==> src/rtl/ext_pkg.sv <==
// Shared types for the registered operand extender: operation codes, occupancy
// states and the byte-offset width helper.
package ext_pkg;

  typedef enum logic [2:0] {
    EXT_SEXT = 3'd0,
    EXT_ZEXT = 3'd1,
    EXT_LUI  = 3'd2,
    EXT_LB   = 3'd3,
    EXT_LBU  = 3'd4,
    EXT_LH   = 3'd5,
    EXT_LHU  = 3'd6,
    EXT_PASS = 3'd7
  } ext_op_e;

  typedef enum logic [1:0] {
    ST_EMPTY = 2'd0,
    ST_ONE   = 2'd1,
    ST_TWO   = 2'd2
  } ext_state_e;

  // Bits needed to name one byte lane of a data_w-bit word.
  function automatic int unsigned off_w(input int unsigned data_w);
    return $clog2(data_w / 8);
  endfunction

endpackage

==> src/rtl/ext_pipe_if.sv <==
// Valid/ready handshake bundle between the ID/MEM datapath, the extender and
// the next pipeline register.
interface ext_pipe_if
  import ext_pkg::*;
#(
  parameter int unsigned DATA_W = 32,
  parameter int unsigned TAG_W  = 5
);
  localparam int unsigned OFF_W = off_w(DATA_W);

  logic              in_valid;
  logic              in_ready;
  logic [DATA_W-1:0] in_data;
  ext_op_e           in_op;
  logic [OFF_W-1:0]  in_off;
  logic [TAG_W-1:0]  in_tag;
  logic              out_valid;
  logic              out_ready;
  logic [DATA_W-1:0] out_data;
  logic [TAG_W-1:0]  out_tag;
  logic              out_err;

  modport master (
    output in_valid, in_data, in_op, in_off, in_tag, out_ready,
    input  in_ready, out_valid, out_data, out_tag, out_err
  );

  modport slave (
    input  in_valid, in_data, in_op, in_off, in_tag, out_ready,
    output in_ready, out_valid, out_data, out_tag, out_err
  );

endinterface

==> src/rtl/ext_core.sv <==
// Combinational extender: immediate sign/zero/upper placement and
// byte/halfword load-lane extraction with misaligned-halfword detection.
module ext_core
  import ext_pkg::*;
#(
  parameter int unsigned DATA_W = 32,
  parameter int unsigned IMM_W  = 16,
  localparam int unsigned OFF_W = off_w(DATA_W)
) (
  input  logic [DATA_W-1:0] data,
  input  ext_op_e           op,
  input  logic [OFF_W-1:0]  off,
  output logic [DATA_W-1:0] result,
  output logic              err
);

  localparam int unsigned EXT_W = DATA_W - IMM_W;
  localparam int unsigned PAD_W = DATA_W + 8;
  localparam int unsigned IDX_W = $clog2(PAD_W);

  logic [PAD_W-1:0] padded;
  logic [IDX_W-1:0] base;
  logic [IMM_W-1:0] imm;
  logic [7:0]       byte_v;
  logic [15:0]      half_v;

  // Zero byte on top keeps the halfword select in range at the last lane.
  assign padded = {8'h00, data};
  assign base   = IDX_W'({off, 3'b000});
  assign imm    = data[IMM_W-1:0];
  assign byte_v = padded[base +: 8];
  assign half_v = padded[base +: 16];

  always_comb begin
    result = '0;
    err    = 1'b0;
    case (op)
      EXT_SEXT: result = {{EXT_W{imm[IMM_W-1]}}, imm};
      EXT_ZEXT: result = {{EXT_W{1'b0}}, imm};
      EXT_LUI:  result = {imm, {EXT_W{1'b0}}};
      EXT_LB:   result = {{(DATA_W-8){byte_v[7]}}, byte_v};
      EXT_LBU:  result = {{(DATA_W-8){1'b0}}, byte_v};
      EXT_LH: begin
        if (off[0]) err = 1'b1;
        else        result = {{(DATA_W-16){half_v[15]}}, half_v};
      end
      EXT_LHU: begin
        if (off[0]) err = 1'b1;
        else        result = {{(DATA_W-16){1'b0}}, half_v};
      end
      EXT_PASS: result = data;
    endcase
  end

endmodule

==> src/rtl/ext_pipe.sv <==
// Registered operand extender with valid/ready handshake and a two-entry skid
// buffer so one cycle of downstream stall is absorbed without loss.
module ext_pipe
  import ext_pkg::*;
#(
  parameter int unsigned DATA_W = 32,
  parameter int unsigned IMM_W  = 16,
  parameter int unsigned TAG_W  = 5
) (
  input  logic       clk,
  input  logic       reset,
  input  logic       flush,
  ext_pipe_if.slave  bus
);

  logic [DATA_W-1:0] core_data;
  logic              core_err;

  ext_state_e        state;
  logic              in_ready_q;
  logic              out_valid_q;
  logic [DATA_W-1:0] main_data_q;
  logic [TAG_W-1:0]  main_tag_q;
  logic              main_err_q;
  logic [DATA_W-1:0] skid_data_q;
  logic [TAG_W-1:0]  skid_tag_q;
  logic              skid_err_q;

  logic              in_xfer_c;
  logic              out_xfer_c;

  ext_core #(
    .DATA_W (DATA_W),
    .IMM_W  (IMM_W)
  ) u_core (
    .data   (bus.in_data),
    .op     (bus.in_op),
    .off    (bus.in_off),
    .result (core_data),
    .err    (core_err)
  );

  assign in_xfer_c  = bus.in_valid && in_ready_q;
  assign out_xfer_c = out_valid_q && bus.out_ready;

  // Occupancy FSM; main register feeds the outputs, skid catches the beat
  // that arrives while the head is stalled.
  always_ff @(posedge clk) begin
    if (reset) begin
      state       <= ST_EMPTY;
      in_ready_q  <= 1'b1;
      out_valid_q <= 1'b0;
      main_data_q <= '0;
      main_tag_q  <= '0;
      main_err_q  <= 1'b0;
      skid_data_q <= '0;
      skid_tag_q  <= '0;
      skid_err_q  <= 1'b0;
    end else if (flush) begin
      state       <= ST_EMPTY;
      in_ready_q  <= 1'b1;
      out_valid_q <= 1'b0;
    end else begin
      case (state)
        ST_EMPTY: begin
          if (in_xfer_c) begin
            main_data_q <= core_data;
            main_tag_q  <= bus.in_tag;
            main_err_q  <= core_err;
            out_valid_q <= 1'b1;
            state       <= ST_ONE;
          end
        end
        ST_ONE: begin
          if (in_xfer_c && out_xfer_c) begin
            main_data_q <= core_data;
            main_tag_q  <= bus.in_tag;
            main_err_q  <= core_err;
          end else if (in_xfer_c) begin
            skid_data_q <= core_data;
            skid_tag_q  <= bus.in_tag;
            skid_err_q  <= core_err;
            in_ready_q  <= 1'b0;
            state       <= ST_TWO;
          end else if (out_xfer_c) begin
            out_valid_q <= 1'b0;
            state       <= ST_EMPTY;
          end
        end
        ST_TWO: begin
          if (out_xfer_c) begin
            main_data_q <= skid_data_q;
            main_tag_q  <= skid_tag_q;
            main_err_q  <= skid_err_q;
            in_ready_q  <= 1'b1;
            state       <= ST_ONE;
          end
        end
        default: begin
          state       <= ST_EMPTY;
          in_ready_q  <= 1'b1;
          out_valid_q <= 1'b0;
        end
      endcase
    end
  end

  assign bus.in_ready  = in_ready_q;
  assign bus.out_valid = out_valid_q;
  assign bus.out_data  = main_data_q;
  assign bus.out_tag   = main_tag_q;
  assign bus.out_err   = main_err_q;

endmodule

==> src/flat_wrapper.sv <==
// flat-port wrapper written by rule: the top's interface ports become plain ports
module ext_pipe_flat import ext_pkg::*;
#(
  parameter int unsigned DATA_W = 32,
  parameter int unsigned IMM_W  = 16,
  parameter int unsigned TAG_W  = 5
)
  (clk, reset, flush, bus_in_valid, bus_in_data, bus_in_op, bus_in_off, bus_in_tag, bus_out_ready, bus_in_ready, bus_out_valid, bus_out_data, bus_out_tag, bus_out_err);
  ext_pipe_if #(.DATA_W(DATA_W), .TAG_W(TAG_W)) bus_i ();
  input  logic clk;
  input  logic reset;
  input  logic flush;
  input wire logic [$bits(bus_i.in_valid)-1:0] bus_in_valid;
  input wire logic [$bits(bus_i.in_data)-1:0] bus_in_data;
  input wire logic [$bits(bus_i.in_op)-1:0] bus_in_op;
  input wire logic [$bits(bus_i.in_off)-1:0] bus_in_off;
  input wire logic [$bits(bus_i.in_tag)-1:0] bus_in_tag;
  input wire logic [$bits(bus_i.out_ready)-1:0] bus_out_ready;
  output wire logic [$bits(bus_i.in_ready)-1:0] bus_in_ready;
  output wire logic [$bits(bus_i.out_valid)-1:0] bus_out_valid;
  output wire logic [$bits(bus_i.out_data)-1:0] bus_out_data;
  output wire logic [$bits(bus_i.out_tag)-1:0] bus_out_tag;
  output wire logic [$bits(bus_i.out_err)-1:0] bus_out_err;
  assign bus_i.in_valid = bus_in_valid;
  assign bus_i.in_data = bus_in_data;
  assign bus_i.in_op = bus_in_op;
  assign bus_i.in_off = bus_in_off;
  assign bus_i.in_tag = bus_in_tag;
  assign bus_i.out_ready = bus_out_ready;
  assign bus_in_ready = bus_i.in_ready;
  assign bus_out_valid = bus_i.out_valid;
  assign bus_out_data = bus_i.out_data;
  assign bus_out_tag = bus_i.out_tag;
  assign bus_out_err = bus_i.out_err;
  ext_pipe #(.DATA_W(DATA_W), .IMM_W(IMM_W), .TAG_W(TAG_W)) u_core (.clk(clk), .reset(reset), .flush(flush), .bus(bus_i));
endmodule
==> config.mk <==
export PLATFORM = sky130hd
export DESIGN_NAME = ext_pipe_flat
export DESIGN_NICKNAME = d
export VERILOG_FILES = /design/src/rtl/ext_pkg.sv /design/src/rtl/ext_pipe_if.sv /design/src/rtl/ext_core.sv /design/src/rtl/ext_pipe.sv /design/src/flat_wrapper.sv
export SDC_FILE = /design/constraint.sdc
export NUM_CORES = 1
export LEC_CHECK = 0
export ABC_AREA = 0
export CAP_MARGIN = 20
export CORE_MARGIN = 1
export CORE_UTILIZATION = 25
export DETAILED_ROUTE_END_ITERATION = 12
export PLACE_DENSITY = 0.56
export RECOVER_POWER = 100
export SYNTH_ARGS = -nofsm -noshare
export SYNTH_HDL_FRONTEND = slang
export SYNTH_SLANG_ARGS = --single-unit
export TNS_END_PERCENT = 30
==> constraint.sdc <==
create_clock -name clk -period 2.8 [get_ports clk]
set_clock_uncertainty 0.05 [all_clocks]
set_input_delay 0.56 -clock clk [delete_from_list [all_inputs] [get_ports clk]]
set_output_delay 0.56 -clock clk [all_outputs]
set_load 0.01 [all_outputs]
Word level (Yosys, flattened, before mapping)

Index checks and enable logic that the tools add are counted.

RAM bits: 0
Logic and storage cells: 77
Flip-flop bits (word level): 80
Memories kept: 0
Latch bits: 0
ROM bits: 0

Reductions and logical operators: 13
Shift operators: 2
Multiply operators: 0
Magnitude comparators: 0
$add $sub $neg: 0
Div/mod/pow operators: 0
Equality and inequality tests: 17
Bitwise operators: 4
Multiplexer cells: 32

Operators with widths:

| cell                                                   | number |
|---|---|
| case mux 32 bit (8 select lines)                       | 1 |
| two-way mux 32 bit                                     | 4 |
| case mux 32 bit (3 select lines)                       | 1 |
| indexed part select 40 x 6 -> 16 bit                   | 1 |
| indexed part select 40 x 6 -> 8 bit                    | 1 |
| two-way mux 16 bit                                     | 1 |
| two-way mux 5 bit                                      | 3 |
| case mux 5 bit (3 select lines)                        | 1 |
| == test 3 bit (second input constant)                  | 4 |
| two-way mux 1 bit                                      | 12 |
| AND reduction 4 bit                                    | 3 |
| two-way mux 2 bit                                      | 5 |
| inequality test 2 x 1 -> 1 bit (second input constant) | 5 |
| AND reduction 5 bit                                    | 2 |
| case mux 1 bit (3 select lines)                        | 3 |
| == test 3 x 2 -> 1 bit (second input constant)         | 2 |
| case mux 2 bit (3 select lines)                        | 1 |
| inequality test 2 bit (second input constant)          | 2 |
| NOT 1 bit                                              | 4 |
| OR reduction 2 bit                                     | 2 |
| == test 3 x 1 -> 1 bit (second input constant)         | 1 |
| logical AND 1 bit                                      | 3 |
| zero test 3 bit                                        | 1 |
| inequality test 3 x 1 -> 1 bit (second input constant) | 1 |
| other kinds (4)                                        | 4 |

Depth between registers and ports, before layout

Gate-level depths: netlist of the first run.

Depth after elaboration: 5
Gate-level depth with buffers: 8
Mapped depth without buffers: 5

Cells and area by module

From an unflattened synthesis of the first run, not the netlist that was laid out.

Cell total of the unflattened synthesis: 479
Area total of the unflattened synthesis: 4073.9 um^2

Modules (own cells, without submodules):

| module   | instances | area an instance (um^2) | cells an instance |
|---|---|---|---|
| ext_pipe | 1         | 3275.6                  | 369 |
| ext_core | 1         | 798.3                   | 110 |

Worst setup path after synthesis of the first run

OpenSTA, ideal clock, no wires.

Kind: input port to flip-flop
Start: in bus_in_op[2]
End: reg u_core.main_data_q[18], in the netlist u_core.bus.out_data[18]
Stages: 6
Path slack: 0.545 ns
Data arrival time: 2.117 ns
Path buffers: 2
Data required time: 2.662 ns
Library setup time: 0.088 ns
Path through: clkbuf_1 or4_4 a32oi_4 o211ai_4 buf_6 a311oi_2

Cells in the longest elaborated chain, start to end: 4

RTL lines:

| element                                      | line                           | text |
|---|---|---|
| start: declaration                           | flat_wrapper.sv:15             | `input wire logic [$bits(bus_i.in_op)-1:0] bus_in_op;` |
| == test 3 bit (tied with other cells)        | ext_core.sv:37                 | `case (op)` |
| case mux 32 bit (8 select lines) (*)         | ext_core.sv:37                 |  |
| two-way mux 32 bit, on equally long branches | ext_pipe.sv:75, ext_pipe.sv:66 |  |
| case mux 32 bit (3 select lines) (*)         | ext_pipe.sv:64                 | `case (state)` |
| end signal: assignment                       | ext_pipe.sv:67                 | `main_data_q <= core_data;` |
| end signal: assignment                       | ext_pipe.sv:76                 | `main_data_q <= core_data;` |
| end signal: assignment                       | ext_pipe.sv:92                 | `main_data_q <= skid_data_q;` |
| end: declaration                             | ext_pipe.sv:22                 | `logic [DATA_W-1:0] main_data_q;` |

Every way passes the cells marked *; elsewhere a longest branch is shown, timed or not. The select of a mux whose other input is x is not followed.
A chain may end at the register's enable or synchronous reset.

Final worst setup path of the first run

Start: in bus_in_op[0]
End: reg u_core.main_data_q[17], in the netlist u_core.bus.out_data[17]

Same word-level chain as after synthesis.

==> out/qor.yml, run 1 <==
status: "finished clean"
ant_nets: 0
rsz0062_at_grt: "no"
io_pins: 87
hold_end: "u_core.bus.out_data[6]"
synth_top_flop_cell: "dfxtp_1"
die-area_mm2: 0.0175
die_h_um: 132
area_growth_pct: 34.1
yosysWarnings: 0
fmax_ghz: 0.387
n_antenna_cell: 0
p_leak_nw: 2.09
drc: 0
synth_fp_nets: 541
vias: 4111
fin_nets: 615
timing.rr.start: "u_core.state[1]"
hp-class: "flip-flop to flip-flop"
r2r_end: "u_core.bus.out_data[13]"
finalHoldViolations: 0
ir_drop_v: 0.000308
grt-ovfl-total: 0
synth.avg_cell_area_um2: 8.57
rr_worst_depth: 5
drtIter0Drc: 226
rrSetupSlack_ps: 520
grt_max_degree: 49
cts_setup_buffers: 0
grt_pass1_wl_mm: 21.7
slew_violations: 0
path_class: "primary input to flip-flop"
via_per_inst: 5.18
drtPass1Iterations: 4
powerDensity_mw_per_mm2: 540
setup-violations-final: 0
core_mm2: 0.0166
synth-edff-count: 0
synth_cell_types: 45
startpoint_type: "primary input"
synth_most_common_cell: "dfxtp_1"
path_max_fanout: 16
synth.ff_latch_count: 80
synth_seq_area_share: 0.378
ys_top_cells_by_area: "dfxtp_1, a21oi_1, a22o_1"
final_cells: 793
wl_per_cell_um: 17.1
routed_wirelength_mm: 13.6
endpoint_kind: "flip-flop"
async_flop_share: 0
cts_resized: 0
cts_hold_buf: 0
grt_usage: 0.158
tritoncts: "yes"
drive_above_1_share: 0.112
die_w_um: 132
dp.cells: 777
clkSinkCount: 80
rows: 47
worstPathRequired_ps: 2990
gp_congestion: 0.863
numCtsBuffers: 9
tightest_slew_ps: 1010
clk_latency_ps: 340
whs_path_depth: 2
yosysTopAreaCell: "dfxtp_1"
antenna_found_initial: 0
cts_buffer_depth: 2
finalCritPeriodShare: 0.923
clkSlewWorstSetupHoldPaths_ps: 60
cts_max_level: 3
netlist_area_mm2: 0.00423
synth_commonest_cells: "dfxtp_1, a21oi_1, nor2_1, clkbuf_1, nand2_1"
min_from: "u_core.bus.out_data[6]"
portBuffers: 86
max-slew-margin-rel: 0.326
hpwl_mm: 9.88
root_buffer: "clkbuf_16"
synth_top_area_share: 0.378
arrival_ps: 2770
utilization: 0.342
min_period_ps: 2580
start_util: 0.255
grt_pass1_vias: 4036
syn_inst: 494
max_cap_violations: 0
stage by stage:
stage | power, mW | instance area (µm²) | setup WS (ps) | setup TNS, ps | hold WS, ps
6_report | 3.06 | 5680 | 217 | 0 | 404
5_1_grt | 3.20 | 5680 | 113 | 0 | 423
4_1_cts | 3.11 | 5710 | 294 | 0 | 406
3_5_place_dp | 1.85 | 5380 | -44.9 | -233 | 389
3_3_place_gp | 1.84 | 5380 | -20.5 | -124 | 386
2_1_floorplan | 1.57 | 4230 | 545 | 0 | 374
cells in the final DEF, fill, tap and decap left out, drive strengths merged, types with 4 or more instances in the layout:
| cell type | Yosys | final |
|---|---|---|
| o221ai | 7 | 7 |
| inv | 3 | 4 |
| nand2 | 40 | 40 |
| dlygate4sd3 | 0 | 42 |
| mux2 | 8 | 8 |
| o22ai | 9 | 9 |
| nand3b | 4 | 4 |
| a221oi | 6 | 6 |
| clkdlybuf4s50 | 0 | 43 |
| o2bb2ai | 24 | 24 |
| nor3 | 9 | 9 |
| nor2b | 4 | 4 |
| buf | 8 | 23 |
| a311oi | 23 | 23 |
| a22o | 30 | 30 |
| dfxtp | 80 | 80 |
| and3 | 19 | 19 |
| a21oi | 54 | 54 |
| and2 | 10 | 10 |
| clkbuf | 41 | 17 |
| mux2i | 10 | 10 |
| nand2b | 11 | 11 |
| o21ai | 11 | 11 |
| nor2 | 49 | 49 |
| o211ai | 10 | 10 |
power by group:
group	switching (mW)	leakage, nW	internal (mW)
Sequential	0.0313	0.651	1.19
Combinational	0.308	1.28	0.269
Clock	0.472	0.158	0.791
layout make-up:
type | instances | area [µm²]
Sequential cell | 80 | 1600
Clock inverter | 3 | 46.3
Tap cell | 220 | 275
Inverter | 3 | 11.3
Fill cell | 1734 | 10900
Timing Repair Buffer | 112 | 1050
Multi-Input combinational cell | 362 | 2410
Clock buffer | 13 | 280
routing by layer:
metal / global-route usage / vias to the layer above / share of wire
li1: - / 2011 / -
met1: 0.207 / 1962 / 0.46
met2: 0.254 / 122 / 0.47
met3: 0.0311 / 16 / 0.056
met4: 0.0627 / 0 / 0.020
met5: 0 / - / 0
cells by family (layout without fill, tap and decap cells):
group | count (synthesis) | count (layout) | synth area share
DFF | 80 | 80 | 0.378
xor gates and xnor gates | 2 | 2 | 0.00414
and+or+nand+nor | 157 | 157 | 0.180
muxes | 19 | 19 | 0.0503
buffers and inverters | 52 | 131 | 0.0512
adders and majority gates | 1 | 1 | 0.00237
AOI/OAI and AO/OA | 183 | 183 | 0.334
flip-flops by register name, indices dropped and copies added, names as in the netlist:
name	count
u_core.bus.out_data	32
u_core.skid_data_q	32
u_core.skid_tag_q	5
u_core.bus.in_ready	1
u_core.skid_err_q	1
u_core.state	2
u_core.bus.out_valid	1
u_core.bus.out_err	1
u_core.bus.out_tag	5
critical path, cell delays in order:
cell	delay, ps
clkdlybuf4s50_1	480
inv_1	70
or4_1	630
a32oi_4	350
o211ai_4	280
a311oi_1	390
worst max path at each step:
stage               slack [ps]                 endpoint    startpoint  cells past startpoint
finish                     220  u_core.bus.out_data[17]  bus_in_op[0]                      6
global route               110  u_core.bus.out_data[17]  bus_in_op[0]                      6
CTS                        290   u_core.skid_data_q[12]  bus_in_op[2]                      7
detailed placement         -40   u_core.skid_data_q[12]  bus_in_op[2]                      7
global placement           -20   u_core.skid_data_q[10]  bus_in_op[2]                      7
floorplan                  540  u_core.bus.out_data[18]  bus_in_op[2]                      6
Note: power is estimated with default switching activity, not from simulation.
==> inputs of run 2 (changes only) <==
Settings changed: CAP_MARGIN 20 to 10.
==> results of run 2 <==
The final DEF is identical to that of run 1; final timing and power are the same.
==> inputs of run 3 (changes only) <==
Settings changed: ABC_AREA 0 to 1, SLEW_MARGIN set to 25.
==> out/qor.yml, run 3 <==
rsz0062_at_grt: "no"  # unchanged
finalHoldViolations: 0  # unchanged
wl_met1_mm: 6.62  # was 6.18 mm
routed_wirelength_mm: 14.4  # was 13.6 mm
synth.ff_latch_count: 80  # unchanged
powerDensity_mw_per_mm2: 552  # was 540 mW/mm²
async_flop_share: 0  # unchanged
p_leak_nw: 2.59  # was 2.09 nW
synth_fp_nets: 709  # was 541
min_period_ps: 2470  # was 2580 ps
path_max_fanout: 9  # was 16
setup-violations-final: 0  # unchanged
synth-edff-count: 0  # unchanged
drtIter0Drc: 397  # was 226
min_from: "u_core.bus.in_ready"  # was u_core.bus.out_data[6]
r2r_end: "u_core.bus.out_tag[0]"  # was u_core.bus.out_data[13]
syn_inst: 662  # was 494
netlist_area_mm2: 0.00428  # was 0.00423 mm²
area_growth_pct: 33.2  # was 34.1%
synth_top_flop_cell: "dfxtp_1"  # unchanged
ir_drop_v: 0.000297  # was 0.000308 V
critPathLaunch: "bus_in_op[1]"  # was bus_in_op[0]
setup_ws_ps: 328  # was 217 ps
rr_worst_depth: 8  # was 5
synth_commonest_cells: "nand2_1, nor2_1, o21ai_0, a21oi_1, dfxtp_1"  # was dfxtp_1, a21oi_1, nor2_1, clkbuf_1, nand2_1
portBuffers: 86  # unchanged
grt-ovfl-total: 0  # unchanged
io_pins: 87  # unchanged
vias: 4564  # was 4111
power_mw: 3.15  # was 3.06 mW
yosysTopAreaCell: "dfxtp_1"  # unchanged
layout_common_cells: "nand2_1, nor2_1, o21ai_0, a21oi_1, dfxtp_1"  # was dfxtp_1, a21oi_1, nor2_1, clkdlybuf4s50_1, dlygate4sd3_1
clk_latency_ps: 340  # about the same
die_h_um: 133  # was 132 µm
die-area_mm2: 0.0177  # was 0.0175 mm²
start_util: 0.257  # was 0.255
gp_congestion: 0.885  # was 0.863
synth_most_common_cell: "nand2_1"  # was dfxtp_1
slew_violations: 0  # unchanged
dp_slack_ps: 168  # was -44.9 ps
hp-class: "flip-flop to flip-flop"  # unchanged
max-slew-margin-rel: 0.433  # was 0.326
fmax_ghz: 0.404  # was 0.387 GHz
rrSetupSlack_ps: 880  # was 520 ps
via_per_inst: 4.75  # was 5.18
ant_nets: 0  # unchanged
rows: 47  # unchanged
n_antenna_cell: 0  # unchanged
clkSinkCount: 80  # unchanged
arrival_ps: 2690  # was 2770 ps
yosysWarnings: 0  # unchanged
grt_max_degree: 64  # was 49
cts_hold_buf: 0  # unchanged
path_class: "primary input to flip-flop"  # unchanged
drtPass1Iterations: 4  # unchanged
core_mm2: 0.0166  # about the same
wl_per_cell_um: 15.0  # was 17.1 µm
tritoncts: "yes"  # unchanged
synth_cell_types: 28  # was 45
cts_resized: 0  # unchanged
setup_tns_ps: 0  # unchanged
finalCritPeriodShare: 0.883  # was 0.923
cts_setup_buffers: 0  # unchanged
timing.rr.start: "u_core.bus.out_valid"  # was u_core.state[1]
endpoint_kind: "flip-flop"  # unchanged
drive_above_1_share: 0.0595  # was 0.112
grt_usage: 0.169  # was 0.158
dr_wl_met2_mm: 6.99  # was 6.34 mm
synth.avg_cell_area_um2: 6.47  # was 8.57 µm²
worstPathRequired_ps: 3020  # was 2990 ps
drc: 0  # unchanged
final_common_cell: "nand2_1"  # was dfxtp_1
cp-endpoint: "u_core.bus.out_data[9]"  # was u_core.bus.out_data[17]
fin_nets: 783  # was 615
tightest_slew_ps: 847  # was 1010 ps
antenna_found_initial: 0  # unchanged
synth_top_area_share: 0.374  # was 0.378
clkSlewWorstSetupHoldPaths_ps: 70  # was 60 ps
die_w_um: 133  # was 132 µm
ys_top_cells_by_area: "dfxtp_1, nand2_1, o21ai_0"  # was dfxtp_1, a21oi_1, a22o_1
numCtsBuffers: 9  # unchanged
grt_pass1_wl_mm: 23.3  # was 21.7 mm
hpwl_mm: 10.3  # was 9.88 mm
dr_wl_met3_um: 536  # was 762 µm
cts_buffer_depth: 2  # unchanged
top_layer: "met4"  # unchanged
status: "finished clean"  # unchanged
root_buffer: "clkbuf_16"  # unchanged
max_cap_violations: 0  # unchanged
grt_pass1_vias: 4188  # was 4036
synth_seq_area_share: 0.374  # was 0.378
cts_max_level: 3  # unchanged
startpoint_type: "primary input"  # unchanged
run 3: changes by cell type after synthesis, sizes merged, moves of 11 or more:
cell     delta
a311oi     -23
clkbuf     -21
nand3      +34
nand2      +98
buf        +15
o21ai      +85
a21oi      +35
inv        +41
a22o       -30
o2bb2ai    -24
nor2       +55
and3       -19
nand2b     -11
nand4      +14
run 3: per-stage QoR:
stage / hold slack, ps / cells / cell area (µm²) / util
after floorplan: 405 / 662 / 4280 / -
after global placement: 404 / 945 / 5390 / 0.324
after detailed placement: 407 / 945 / 5390 / 0.324
after CTS: 417 / 960 / 5730 / 0.344
after global routing: 425 / 960 / 5710 / 0.343
final: 410 / 960 / 5710 / 0.343
run 3: metal layers:
metal / vias up / track usage
met4: 0 / 0.0651
met2: 122 / 0.273
met1: 2074 / 0.225
met3: 19 / 0.0253
li1: 2349 / -
met5: - / 0
run 3: layout make-up:
type / instances / area (µm²)
fillers: 1800 / 10900
multi-input cells: 495 / 2280
flip-flops and latches: 80 / 1600
repair buffers: 106 / 1040
well taps: 220 / 275
clock buffers: 9 / 225
inverters: 44 / 165
clock inverters: 6 / 115
run 3: worst min-delay path by stage:
stage                            to  cells past startpoint  slack, ps
5_1_grt         u_core.bus.in_ready                      2        430
3_3_place_gp    u_core.bus.in_ready                      2        400
3_5_place_dp    u_core.bus.in_ready                      2        410
4_1_cts         u_core.bus.in_ready                      2        420
2_1_floorplan  u_core.skid_tag_q[0]                      2        410
6_report        u_core.bus.in_ready                      2        410
run 3: cell families after synthesis:
kind of cell	synth area share
AOI/OAI and AO/OA	0.241
buffers and inverters	0.0897
DFF	0.374
and+or+nand+nor	0.296
run 3: report_power, final:
group          switching (mW)  internal [mW]
combinational           0.318          0.237
sequential             0.0300           1.20
clock                   0.496          0.873
run 3: critical path, cell delays in order:
cell and delay, ps:
dlygate4sd3_1 620, nand2_1 220, nand2_1 150, nor2_1 500, nand3_1 180, nand2_1 100, inv_1 40, nand2_1 90
nand3_1 100, a21oi_1 140
